**src/rtl/cpu_types_pkg.sv**
```systemverilog
// cpu_types_pkg
// Shared types for the CPU memory subsystem.
//   word_t     : 32-bit machine word used for addresses and data.
//   ramstate_t : status reported by the shared RAM each cycle.
//   arbstate_t : mem_arbiter state encoding, exported so benches can probe it.
package cpu_types_pkg;

  typedef logic [31:0] word_t;

  typedef enum logic [1:0] {
    FREE   = 2'b00,
    BUSY   = 2'b01,
    ACCESS = 2'b10,
    ERROR  = 2'b11
  } ramstate_t;

  typedef enum logic [2:0] {
    IDLE = 3'd0,
    DACC = 3'd1,
    IACC = 3'd2,
    DHIT = 3'd3,
    IHIT = 3'd4
  } arbstate_t;

endpackage

```
**src/rtl/mem_arbiter.sv**
```systemverilog
// mem_arbiter
// Arbitrates the instruction-fetch and data ports of the pipeline onto one
// shared RAM. Holds at most one outstanding request, retries on RAM ERROR up
// to RETRY_MAX times, and answers with a one-cycle ihit/dhit pulse. Data
// requests win over fetches, decided only while idle.
//
// Ports:
//   CLK, nRST              clock (rising edge), async active-low reset
//   iREN, iaddr            fetch request / word address
//   iload, ihit            fetched word (valid with ihit), completion pulse
//   dREN, dWEN             data read / write request (write wins)
//   daddr, dstore          data address / write data
//   dload, dhit            read data (valid with dhit), completion pulse
//   ramREN, ramWEN         RAM strobes (0 unless an access is in flight)
//   ramaddr, ramstore      RAM address / write data
//   ramload, ramstate      RAM read data / RAM status (FREE/BUSY/ACCESS/ERROR)
//   err                    sticky: a request ran out of retries
//
// Every output is decoded from registers only, so there is no combinational
// path from any input to any output.
module mem_arbiter
  import cpu_types_pkg::*;
#(
  parameter int RETRY_MAX = 3
) (
  input  logic        CLK,
  input  logic        nRST,
  input  logic        iREN,
  input  logic [31:0] iaddr,
  output logic [31:0] iload,
  output logic        ihit,
  input  logic        dREN,
  input  logic        dWEN,
  input  logic [31:0] daddr,
  input  logic [31:0] dstore,
  output logic [31:0] dload,
  output logic        dhit,
  output logic        ramREN,
  output logic        ramWEN,
  output logic [31:0] ramaddr,
  output logic [31:0] ramstore,
  input  logic [31:0] ramload,
  input  logic [1:0]  ramstate,
  output logic        err
);

  localparam int CW = $clog2(RETRY_MAX + 1);
  localparam logic [CW-1:0] MAXCNT = CW'(RETRY_MAX);
  localparam logic [CW-1:0] LASTTRY = CW'(RETRY_MAX - 1);

  arbstate_t   state, nxtstate;
  ramstate_t   rs;

  word_t       reqaddr, reqdata;
  logic        reqwen;
  word_t       iloadreg, dloadreg;
  logic [CW-1:0] retrycnt;
  logic        errreg;

  logic        latchd, latchi, capi, capd;
  logic        retryinc, retryclr, giveup;
  logic        dabort, iabort;

  assign rs = ramstate_t'(ramstate);

  // A write the RAM has already accepted is allowed to complete even if the
  // requester drops dWEN in that same cycle.
  assign dabort = !(dREN | dWEN) && !(reqwen && rs == ACCESS);
  // A fetch is abandoned when it is withdrawn or redirected (branch/jump flush).
  assign iabort = !iREN || (iaddr != reqaddr);

  // State register.
  always_ff @(posedge CLK or negedge nRST) begin
    if (!nRST) begin
      state <= IDLE;
    end else begin
      state <= nxtstate;
    end
  end

  // Next-state logic. Aborts are checked before the RAM response so a
  // withdrawn request never produces a hit or bumps the retry count.
  always_comb begin
    nxtstate = state;
    latchd   = 1'b0;
    latchi   = 1'b0;
    capi     = 1'b0;
    capd     = 1'b0;
    retryinc = 1'b0;
    retryclr = 1'b0;
    giveup   = 1'b0;
    case (state)
      IDLE: begin
        if (dREN | dWEN) begin
          nxtstate = DACC;
          latchd   = 1'b1;
        end else if (iREN) begin
          nxtstate = IACC;
          latchi   = 1'b1;
        end
      end
      DACC: begin
        if (dabort) begin
          nxtstate = IDLE;
        end else begin
          case (rs)
            ACCESS: begin
              nxtstate = DHIT;
              capd     = !reqwen;
              retryclr = 1'b1;
            end
            ERROR: begin
              retryinc = 1'b1;
              if (retrycnt == LASTTRY) begin
                nxtstate = IDLE;
                giveup   = 1'b1;
              end
            end
            default: ;
          endcase
        end
      end
      IACC: begin
        if (iabort) begin
          nxtstate = IDLE;
        end else begin
          case (rs)
            ACCESS: begin
              nxtstate = IHIT;
              capi     = 1'b1;
              retryclr = 1'b1;
            end
            ERROR: begin
              retryinc = 1'b1;
              if (retrycnt == LASTTRY) begin
                nxtstate = IDLE;
                giveup   = 1'b1;
              end
            end
            default: ;
          endcase
        end
      end
      DHIT:    nxtstate = IDLE;
      IHIT:    nxtstate = IDLE;
      default: nxtstate = IDLE;
    endcase
  end

  // Latched request: captured once on acceptance so later input changes
  // cannot disturb the access in flight.
  always_ff @(posedge CLK or negedge nRST) begin
    if (!nRST) begin
      reqaddr <= '0;
      reqdata <= '0;
      reqwen  <= 1'b0;
    end else if (latchd) begin
      reqaddr <= daddr;
      reqdata <= dstore;
      reqwen  <= dWEN;
    end else if (latchi) begin
      reqaddr <= iaddr;
      reqdata <= '0;
      reqwen  <= 1'b0;
    end
  end

  // Load registers hold the last successful read so iload/dload stay stable
  // outside hit cycles.
  always_ff @(posedge CLK or negedge nRST) begin
    if (!nRST) begin
      iloadreg <= '0;
      dloadreg <= '0;
    end else begin
      if (capi) iloadreg <= ramload;
      if (capd) dloadreg <= ramload;
    end
  end

  // Retry counter, restarted for every new request and saturating at
  // RETRY_MAX; err is sticky until reset.
  always_ff @(posedge CLK or negedge nRST) begin
    if (!nRST) begin
      retrycnt <= '0;
      errreg   <= 1'b0;
    end else begin
      if (latchd || latchi || retryclr) begin
        retrycnt <= '0;
      end else if (retryinc && retrycnt != MAXCNT) begin
        retrycnt <= retrycnt + 1'b1;
      end
      if (giveup) errreg <= 1'b1;
    end
  end

  // Output decode from registered state only.
  always_comb begin
    ramREN   = 1'b0;
    ramWEN   = 1'b0;
    ramaddr  = '0;
    ramstore = '0;
    ihit     = 1'b0;
    dhit     = 1'b0;
    iload    = iloadreg;
    dload    = dloadreg;
    err      = errreg;
    case (state)
      DACC: begin
        ramWEN   = reqwen;
        ramREN   = !reqwen;
        ramaddr  = reqaddr;
        ramstore = reqwen ? reqdata : '0;
      end
      IACC: begin
        ramREN  = 1'b1;
        ramaddr = reqaddr;
      end
      DHIT:    dhit = 1'b1;
      IHIT:    ihit = 1'b1;
      default: ;
    endcase
  end

endmodule

```
**config.mk**
```make
export PLATFORM = sky130hd
export DESIGN_NAME = mem_arbiter
export DESIGN_NICKNAME = d
export VERILOG_FILES = /design/src/rtl/cpu_types_pkg.sv /design/src/rtl/mem_arbiter.sv
export SDC_FILE = /design/constraint.sdc
export NUM_CORES = 1
export LEC_CHECK = 0
export BUFFER_PORTS_ARGS = -buffer_cell sky130_fd_sc_hd__buf_4
export CAP_MARGIN = 15
export CORE_MARGIN = 2
export CORE_UTILIZATION = 44
export CTS_CLUSTER_DIAMETER = 200
export DETAILED_ROUTE_END_ITERATION = 10
export GPL_TIMING_DRIVEN = 0
export PLACE_DENSITY = 0.77
export SYNTH_ARGS = -nofsm -noshare
export SYNTH_HDL_FRONTEND = slang
export SYNTH_SLANG_ARGS = --single-unit
```
**constraint.sdc**
```tcl
create_clock -name CLK -period 2.1 [get_ports CLK]
set_clock_uncertainty 0.1 [all_clocks]
set_input_delay 0.63 -clock CLK [delete_from_list [all_inputs] [get_ports CLK]]
set_output_delay 0.63 -clock CLK [all_outputs]
set_load 0.1 [all_outputs]
```
==> results of run 1 <==
-- worst register-to-register path, stage by stage (launching register included) --
cell and delay (ns):
dfrtp_1 0.41, nand2b_4 0.19, buf_4 0.14, buf_4 0.12, or3_4 0.33, or3_4 0.43, buf_12 0.16, buf_12 0.13
mux2_4 0.30
-- cells in the mapped netlist, drive strengths merged (2+ instances only) --
library cell	count
buf	10
a2bb2oi	2
dfrtp	135
clkbuf	25
nor2	32
nor2b	2
xor2	6
a31oi	4
or3	2
nor3	5
ha	2
a22o	33
nand4	8
xnor2	26
o21a	2
nor4	3
nor3b	3
and2	66
inv	6
nand2	15
a21oi	35
o211a	2
o22ai	35
a22oi	3
nand3	2
o21ai	5
mux2	64
nand2b	4
-- stage by stage --
step | instances | hold slack, ns | setup slack (ns) | TNS, ns
after floorplan | 546 | 0.234 | -0.291 | -15.01
after global placement | 997 | 0.359 | -0.666 | -93.20
after detailed placement | 998 | 0.362 | -0.732 | -74.27
after CTS | 1053 | 0.115 | -0.548 | -62.27
after global routing | 1070 | 0.138 | -0.557 | -54.16
final | 1070 | 0.112 | -0.507 | -46.84
-- flip-flops by register name (all words and copies together) (netlist names) --
register,cells
dload,32
iload,32
reqaddr,32
reqdata,32
state,3
retrycnt,2
err,1
reqwen,1
-- cells by family after synthesis --
kind of cell | share of synthesized area [%]
and+or+nand+nor | 13.0
DFF | 52.3
AOI/OAI and AO/OA | 13.3
muxes | 12.9
buffers and inverters | 3.76
xor gates and xnor gates | 4.34
adders and majority gates | 0.388
-- layout by cell type (no fill, tap or decap), types with 19 or more instances in the layout --
cell type,instances
xnor2_1,21
a21oi_1,34
clkbuf_16,19
o22ai_1,35
buf_4,223
buf_12,74
nor2_1,29
dfrtp_1,135
a22o_1,33
mux2_2,34
and2_4,63
mux2_4,30
-- layer usage --
layer	routed length (um)	vias to the layer above	track usage (%)
li1	-	2621	-
met1	8610	2958	33.7
met2	11200	324	47.9
met3	1780	41	8.77
met4	536	0	8.50
met5	0	-	0
-- timing repair --
item | in CTS | in global routing
endpoints found under the setup margin | 199 | 202
resized for setup | 237 | 23
cloned | 8 | 2
setup buffers | 16 | 16
hold buffers | 0 | 0
pin swaps | 10 | 4
-- layout make-up --
cell class / count / area, sq um
clock buffer: 18 / 439
clock inverter: 14 / 139
fill: 846 / 3370
timing repair buffer: 310 / 3400
inverter: 6 / 22.5
tap: 184 / 230
sequential: 135 / 3380
buffer: 33 / 303
multi-input combinational: 370 / 3150
-- path summary, 6_finish.rpt --
kind                            startpoint      endpoint  slack (ns)  cells past startpoint
worst max-delay path              state[1]  ramstore[21]       -0.51                      6
worst max register to register    state[1]      dload[1]       -0.32                      8
worst min register to register         err           err        0.38                      1
min in group CLK                dstore[18]   reqdata[18]        0.33                      2
worst min-delay path                  nRST      iload[1]        0.11                      1
max in group asynchronous             nRST    reqaddr[3]        1.02                      2
==> metrics list, run 1 <==
- The initial antenna violation count came to 0.
* TritonCTS buffer count: 17
- Bufs and invs on worst path: 3
* Total global routing track utilization: between 20 and 30%
- Port Buf Inserts: 267
- Dividing the detail-routed wire length by the instance count gives 20.7 um.
* Share of synthesized registers carrying an async set or reset: between 90% and 100%
- Family of cells with the greatest summed delay on the critical path: simple AND/OR/NAND/NOR gates
- At the end of routability-driven placement, the weighted congestion stood at 0.920.
* First-pass GRT wire length: roughly 35 mm
- The checks that failed: negative setup slack.
* Area overhead of the layout relative to synthesis: 71.3%
- The worst setup path is launched from a flip-flop.
- Slowest-stage cell, CP: dfrtp_1
* Highest fanout seen on the critical path: 9
- Num Clock Sinks: between 100 and 150
- Post-detailed-placement cell area: 8980 sq um
- The number of antenna diodes in the final layout is 0.
- The final number of hold-violating endpoints came to 0.
- Worst relative slew slack: ~60%
- Worst-path cell chain: nand2b_4 -> nor3b_4 -> buf_12 -> clkbuf_16 -> and2_4 -> buf_12
* Fraction of the core area covered by cells at the end of the flow: between 70% and 80%
* Area of the placeable core: 14400 sq um
* Insertion delay of the later-clocked pin in the worst-skew pair: roughly 0.41 ns
- TritonCTS built the clock tree.
- Final critical-path setup slack: -0.507 ns
- Final setup violation count: between 100 and 150
- The detailed router placed around 5900 vias in this run.
- The top cell type by area accounts for about 52% of the synthesized area.
* Chip height: approximately 130 um
* Highest cell delay on the worst timing path: 0.41 ns
* Area of the die: approximately 16000 sq um
* NumNets Final: 1010
* CP most frequent cell: buf_12
- EDFF count, synth: 0
* Ratio of cells with drive above 1 in the final layout: around three fifths
- Detailed Routing Iterations Pass 1: 5
* Required time reported for the critical path endpoint: 1.37 ns
- Number of violations of the max-capacitance limit: 0
* Synth area leaders: dfrtp_1 (52%), mux2_4 (7.0%), and2_1 (6.4%)
- The number of slew-limit violations in the final report is 0.
- HP Class: in -> async
- Most used DFF post-synth: dfrtp_1
* Cell area after layout: 11100 sq um
* Cell taking the most area after synthesis: dfrtp_1
- Clock-pin slew reported for the worst setup and hold paths after clock tree synthesis: approximately 0.07 ns
- The critical path in this run is classified as reg -> out.
- Clock root buffer: clkbuf_16
- The cell area that synthesis handed to floorplanning was between 6000 and 7000 sq um.
- Once detailed placement completed, the half-perimeter wirelength came to 14.7 mm.
- In the routed design, unresolved DRC markers number 0.
- Post-layout min period: between 2 and 3 ns
- Average via count per standard cell: around 5.6
* Unique cell type count in the Yosys netlist: 47
- In this run the mean area of a mapped cell was roughly 12 sq um.
* Starting Density: 44.8%
- I/O pin total: 268
- Cell count after synthesis: roughly 550
- During synthesis, Yosys emitted a total of 0 warnings.
- Register bit total from synthesis: about 140
* Pin count of the biggest net entering global routing: ~70
- Of the synthesized area, sequential elements account for 52.3%.
- After floorplanning, the core was divided into between 40 and 50 placement rows.
- Share of the cycle needed by the critical path after routing: 124%
- The worst setup path is captured at an output pin.
- Maximum clock frequency: approximately 380 MHz
- Outcome: finished with violations
* Residual antenna-violating net count after detailed routing: 0
* RSZ-0062 raised after global routing: true
- Total wire length: about 22 mm
* Total gr overflow: 0
* Transition time at the pin with the least slew margin: 0.600 ns
- In this run, the number of DRC markers left after iteration 0 of detailed routing was 373.
- Max Buffers Root-to-Sink: 2
* Nets in the synthesized netlist: around 680
- CTS built an H-tree with a depth of 4.
- For the worst setup path, the data arrival time is 1.88 ns.
- Die Span X: about 130 um
- Via count of the first global-routing pass: between 6000 and 7000
Power of run 1 is not shown: default switching activity piles up to over one toggle a cycle in this logic, so the estimate is an artifact.
==> run 2: changes to the inputs <==
Settings changed: BUFFER_PORTS_ARGS -buffer_cell sky130_fd_sc_hd__buf_4 to -buffer_cell sky130_fd_sc_hd__buf_2, GPL_ROUTABILITY_DRIVEN set to 0, SKIP_CTS_REPAIR_TIMING set to 1.
==> metrics list, run 2 (same netlist as run 1, synthesis figures left out) <==
- The first-pass iteration count of the detailed router came to 4 (-1).
- I/O pin total: 268 (unchanged)
* Number of placed instances, taps included: 998 (unchanged)
- Pin count of the biggest net entering global routing: 71 (-1.4%)
- The transition time at the pin with the least slew margin is 0.721 ns (+0.121 ns).
* Area of the placeable core: 14400 sq um (unchanged)
* Highest fanout seen on the critical path: 9 (unchanged)
* Area of the die: 15700 sq um (unchanged)
- The cell row count was 44 (unchanged).
- Via count of the first global-routing pass: 5584 (-11%)
* Share of the cycle needed by the critical path after routing: 128% (+4.2 points)
- The number of sinks on the clock net came to 135 (unchanged).
* Routed length per instance: 20.0 um (-3.6%)
* Die Span X: 125 um (unchanged)
- Antenna violations before repair: 0 (unchanged)
- The ratio of routed vias to standard cells is 5.48 (-1.4%).
- Clock root buffer: clkbuf_16
* Chip height: 125 um (unchanged)
- The count of input and output buffers is 267 (unchanged).
- Maximum clock frequency: 371 MHz (-3.3%)
* Worst relative slew slack: 51.6% (-8.4 points)
* Worst Setup End Kind: output pin
- Most common cell after layout, fill and taps aside: buf_2
* Starting Density: 44.8% (unchanged)
* Ratio of cells with drive above 1 in the final layout: 56.0% (-2.3 points)
- Iter 0 DRT Violations: 323 (-13%)
- Fraction of the core area covered by cells at the end of the flow: 70.5% (-6.1 points)
- Final cell count without fillers: 1047 (-2.1%)
- Leading cell types in the layout, fill and taps excluded: buf_2 (199), dfrtp_1 (134), buf_12 (65)
- The worst setup path is launched from a flip-flop.
- HP Class: in -> async
- TritonCTS clock tree: built
* Total via count in the routed design: 5734 (-3.5%)
* Number of H-tree branching levels: 4 (unchanged)
- RSZ-0062 raised after global routing: true
- The run finished, with violations left.
- The post-detailed-placement half-perimeter wirelength came to 13.6 mm (-7.4%).
* Area overhead of the layout relative to synthesis: 57.6%
- Violations in the final reports: negative setup slack
- The count of antenna diodes in the layout is 0 (unchanged).
- Total global routing track utilization: 23.3% (-4.6 points)
- Post-detailed-route DRC marker count: 0 (unchanged)
- The number of inserted filler cells in the final layout came to 963 (+14%).
- Setup CP Type: reg -> out
* Reg-to-reg setup timing slack: -0.40 ns (-0.08 ns)
- NumNets Final: 987 (-2.3%)
* Number of violations of the max-capacitance limit: 0 (unchanged)
* Number of pins with negative max-slew slack in the final report: 0 (unchanged)
- Clock-pin slew reported for the worst setup and hold paths after clock tree synthesis: 0.06 ns (about the same)
* Final critical-path setup slack: -0.596 ns (-0.0887 ns)
* Data arrival time at the worst-slack endpoint: 1.97 ns (+0.09 ns)
- The CTS buffer count came to 17 (unchanged).
- The wire length of the first global-routing pass came to 28.9 mm (-16%).
* Total gr overflow: 0 (unchanged)
* Final setup violation count: 199 (+47%)
- The final number of hold-violating endpoints is 0 (unchanged).
- The largest buffer count on any clock path came to 2 (unchanged).
- Post-layout min period: 2.70 ns (+0.0887 ns)
- Residual antenna-violating net count after detailed routing: 0 (unchanged)
- The required time of the critical path came to 1.37 ns (about the same).
- Insertion delay of the later-clocked pin in the worst-skew pair: 0.41 ns (about the same)
- Total wire length: 20.9 mm (-5.7%)
[run 2: cell count changes in the layout (fill, tap and decap cells not counted), sizes merged]
cell    previous run  this run
buf              321       298
bufbuf             1         0
bufinv             1         2
clkbuf            39        41
inv               12        10
[run 2: cell type report]
type,count,area (sq um),share of cell area (%)
clock inverter,13,145,1.43
clock buffer,19,443,4.35
sequential,135,3380,33.2
multi-input combinational,370,3110,30.6
timing repair buffer,286,2570,25.2
inverter,6,22.5,0.221
buffer,34,274,2.69
tap,184,230,2.26
[run 2: path summary, 6_finish.rpt]
kind	cells past startpoint	to	start
setup / recovery	7	ramaddr[16]	state[1]
hold / removal	1	dload[2]	nRST
setup reg to reg	7	iload[31]	reqaddr[22]
hold reg to reg	1	err	err
max in group asynchronous	2	reqaddr[26]	nRST
min in group CLK	2	reqdata[11]	dstore[11]
[run 2: layer usage]
| metal | global-route usage, % | up-vias | wire length, um | part of all wire (%) |
|---|---|---|---|---|
| li1 | - | 2565 | - | - |
| met1 | 27.9 | 2817 | 7730 | 37 |
| met2 | 39.2 | 315 | 10900 | 52 |
| met3 | 8.73 | 37 | 1820 | 8.7 |
| met4 | 7.45 | 0 | 475 | 2.3 |
| met5 | 0 | - | 0 | 0 |
[run 2: metrics by stage]
step / hold WS, ns / worst slack (ns) / cell area (sq um) / TNS, ns
final: 0.116 / -0.596 / 10200 / -66.47
after global routing: 0.158 / -0.670 / 10200 / -91.49
after CTS: 0.137 / -1.14 / 8900 / -94.55
after detailed placement: 0.353 / -0.688 / 8310 / -82.03
after global placement: 0.350 / -1.59 / 8280 / -295.09
after floorplan: 0.234 / -0.291 / 6710 / -15.01
[run 2: worst max-delay path, stage by stage (launching register included)]
cell and delay (ns):
dfrtp_1 0.37, buf_6 0.14, nand2b_4 0.18, a21oi_4 0.26, buf_6 0.16, buf_6 0.13, and2_4 0.16, buf_12 0.17
Power of run 2 is left out for the same reason.
==> run 3: changes to the inputs <==
Settings changed: CORE_MARGIN 2 to unset.
Clock period 2.1 ns to 2.3 ns, I/O delays scaled along.
==> metrics list, run 3 (same netlist as run 1, synthesis figures left out) <==
- Area of the die: 15200 sq um (-3.2%)
* Fin Setup TNS: -40.55 ns (+25.93 ns)
* Clock-pin slew reported for the worst setup and hold paths after clock tree synthesis: 0.06 ns (about the same)
* Residual antenna-violating net count after detailed routing: 0 (unchanged)
* Post-detailed-route DRC marker count: 0 (unchanged)
- TritonCTS buffer count: 17 (unchanged)
* Chip height: 123 um (-1.6%)
- The final number of hold-violating endpoints was 0 (unchanged).
- Worst R2R Start: state[1]
* Required time reported for the critical path endpoint: 1.51 ns (+0.14 ns)
- Startpoint kind of the worst setup timing path: flip-flop
- Port Buf Inserts: 267 (unchanged)
* Transition time at the pin with the least slew margin: 0.764 ns (+0.0426 ns)
- The cell sitting at the root of the clock tree is a clkbuf_16.
- Reg-to-reg setup timing slack: -0.37 ns (+0.03 ns)
- Post-detailed-placement cell area: 8260 sq um (-0.65%)
- The H-tree depth is 4 (unchanged).
- The largest buffer count on any clock path came to 2 (unchanged).
- The core occupancy in the finished layout was 72.4% (+1.8 points).
- The cell that appears most often on the critical path is buf_6.
* Num Clock Sinks: 135 (unchanged)
* Met1 capacity usage during global routing: 29.9% (+2.0 points)
- Die Span X: 123 um (-1.6%)
- The net count of the finished layout came to 989 (+0.20%).
- Highest cell delay on the worst timing path: 0.37 ns (about the same)
- Data arrival time at the worst-slack endpoint: 2.01 ns (+0.04 ns)
- The number of slew-limit violations in the final report is 0 (unchanged).
- Violations in the final reports: negative setup slack
- In the layout the commonest cells are buf_2 (198), dfrtp_1 (135), buf_12 (72).
* Ratio of cells with drive above 1 in the final layout: 56.1% (+0.17 points)
* Total global routing track utilization: 24.0% (+0.69 points)
- Post-layout min period: around 2.8 ns
- Setup repair after global routing could not meet its margin everywhere.
- Routed length per instance: 19.3 um (-3.5%)
* Worst-path cell chain: buf_6 -> nand2b_4 -> nor3b_4 -> buf_6 -> clkbuf_16 -> and2_4 -> buf_12
* TritonCTS clock tree: built
- Total wire length: 20.1 mm (-3.8%)
* Via count of the first global-routing pass: 5326 (-4.6%)
* Starting Density: 45.8% (+1.0 points)
- Antenna violations before repair: 0 (unchanged)
- The number of inserted filler cells in the final layout is 926 (-3.8%).
- Setup CP Type: reg -> out
- The ratio of routed vias to standard cells was 5.46 (-0.29%).
* Worst r2r dst: reqdata[30]
- Leaving out fill and tap cells, the most frequent cell in the layout is buf_2.
- Worst Setup End Kind: output pin
* HP Class: in -> async
- Worst relative slew slack: 48.7% (-2.9 points)
- Met3 global-route usage: 5.86% (-2.9 points)
- The wire length of the first global-routing pass came to 27.7 mm (-4.2%).
* Slowest-stage cell, CP: dfrtp_1
- Row cnt: 43 (-2.3%)
- The total global routing overflow was 0 (unchanged).
- I/O pin total: 268 (unchanged)
- The layer flagged by global routing as most heavily used is met2.
- Dividing the final minimum period by the clock period gives 122%.
* Cell area after layout: 10200 sq um (+0.23%)
- Maximum clock frequency: between 300 and 400 MHz
- The first-pass iteration count of the detailed router came to 5 (+1).
- Setup slack at placement: -0.577 ns (+0.111 ns)
- The final critical-path setup slack is -0.502 ns (+0.0939 ns).
- Highest fanout seen on the critical path: 6 (-3)
- Antenna cells: 0 (unchanged)
- The number of cell instances on the worst register-to-register path came to 6 (-1).
- The post-detailed-placement half-perimeter wirelength was 13.5 mm (-0.73%).
- Number of violations of the max-capacitance limit: 0 (unchanged)
- The maximum number of pins on one net before global-route repair came to 81 (+14%).
* Area of the placeable core: 14100 sq um (-2.3%)
- Insertion delay of the later-clocked pin in the worst-skew pair: 0.42 ns (about the same)
- Relative to the synthesized area, the layout overhead comes to 58.0%.
- Final setup violation count: 134 (-33%)
- The count of routing violations after the opening detailed-route iteration came to 372 (+15%).
* Outcome: finished with violations
- Total via count in the routed design: 5701 (-0.58%)
* Met2 layer usage reported by global route: 40.9% (+1.7 points)
## run 3: changes by cell type in the layout (fill, tap and decap cells not counted), sizes merged
cell,delta
buf,+2
clkbuf,-1
inv,-2
clkinv,+2
bufinv,-1
clkinvlp,+1
## run 3: critical path: cells and delay by family, from the launching register on
kind,cells,cell delay (ns)
flops,1,0.37
buf+inv,4,0.64
simple gates,3,0.59
## run 3: metal layers
| metal | wire (um) | up-vias |
|---|---|---|
| met5 | 0 | - |
| met4 | 358 | 0 |
| met3 | 1390 | 28 |
| met2 | 10300 | 264 |
| met1 | 8040 | 2834 |
| li1 | - | 2575 |
## run 3: worst max path at each step
stage,cells past startpoint,slack [ns],to,start
final,7,-0.50,ramstore[9],state[1]
after global placement,1,-1.43,reqaddr[17],nRST
after floorplan,5,-0.15,ramstore[22],state[1]
after CTS,6,-1.03,ramstore[2],state[1]
after global routing,7,-0.54,ramstore[11],state[1]
after detailed placement,6,-0.58,ramstore[2],state[1]
## run 3: cell type report
class,instances,area (sq um),share of cell area (%)
Buffer,34,287,2.81
Clock buffer,18,439,4.31
Clock inverter,13,126,1.24
Inverter,6,22.5,0.221
Multi-Input combinational cell,370,3110,30.5
Sequential cell,135,3380,33.1
Tap cell,180,225,2.21
Timing Repair Buffer,288,2610,25.6
## run 3: stage by stage
stage               cells  hold slack [ns]
finish               1044            0.119
global route         1044            0.163
CTS                  1025            0.138
detailed placement    994            0.375
global placement      993            0.347
floorplan             546            0.294
Power of run 3 is left out for the same reason.
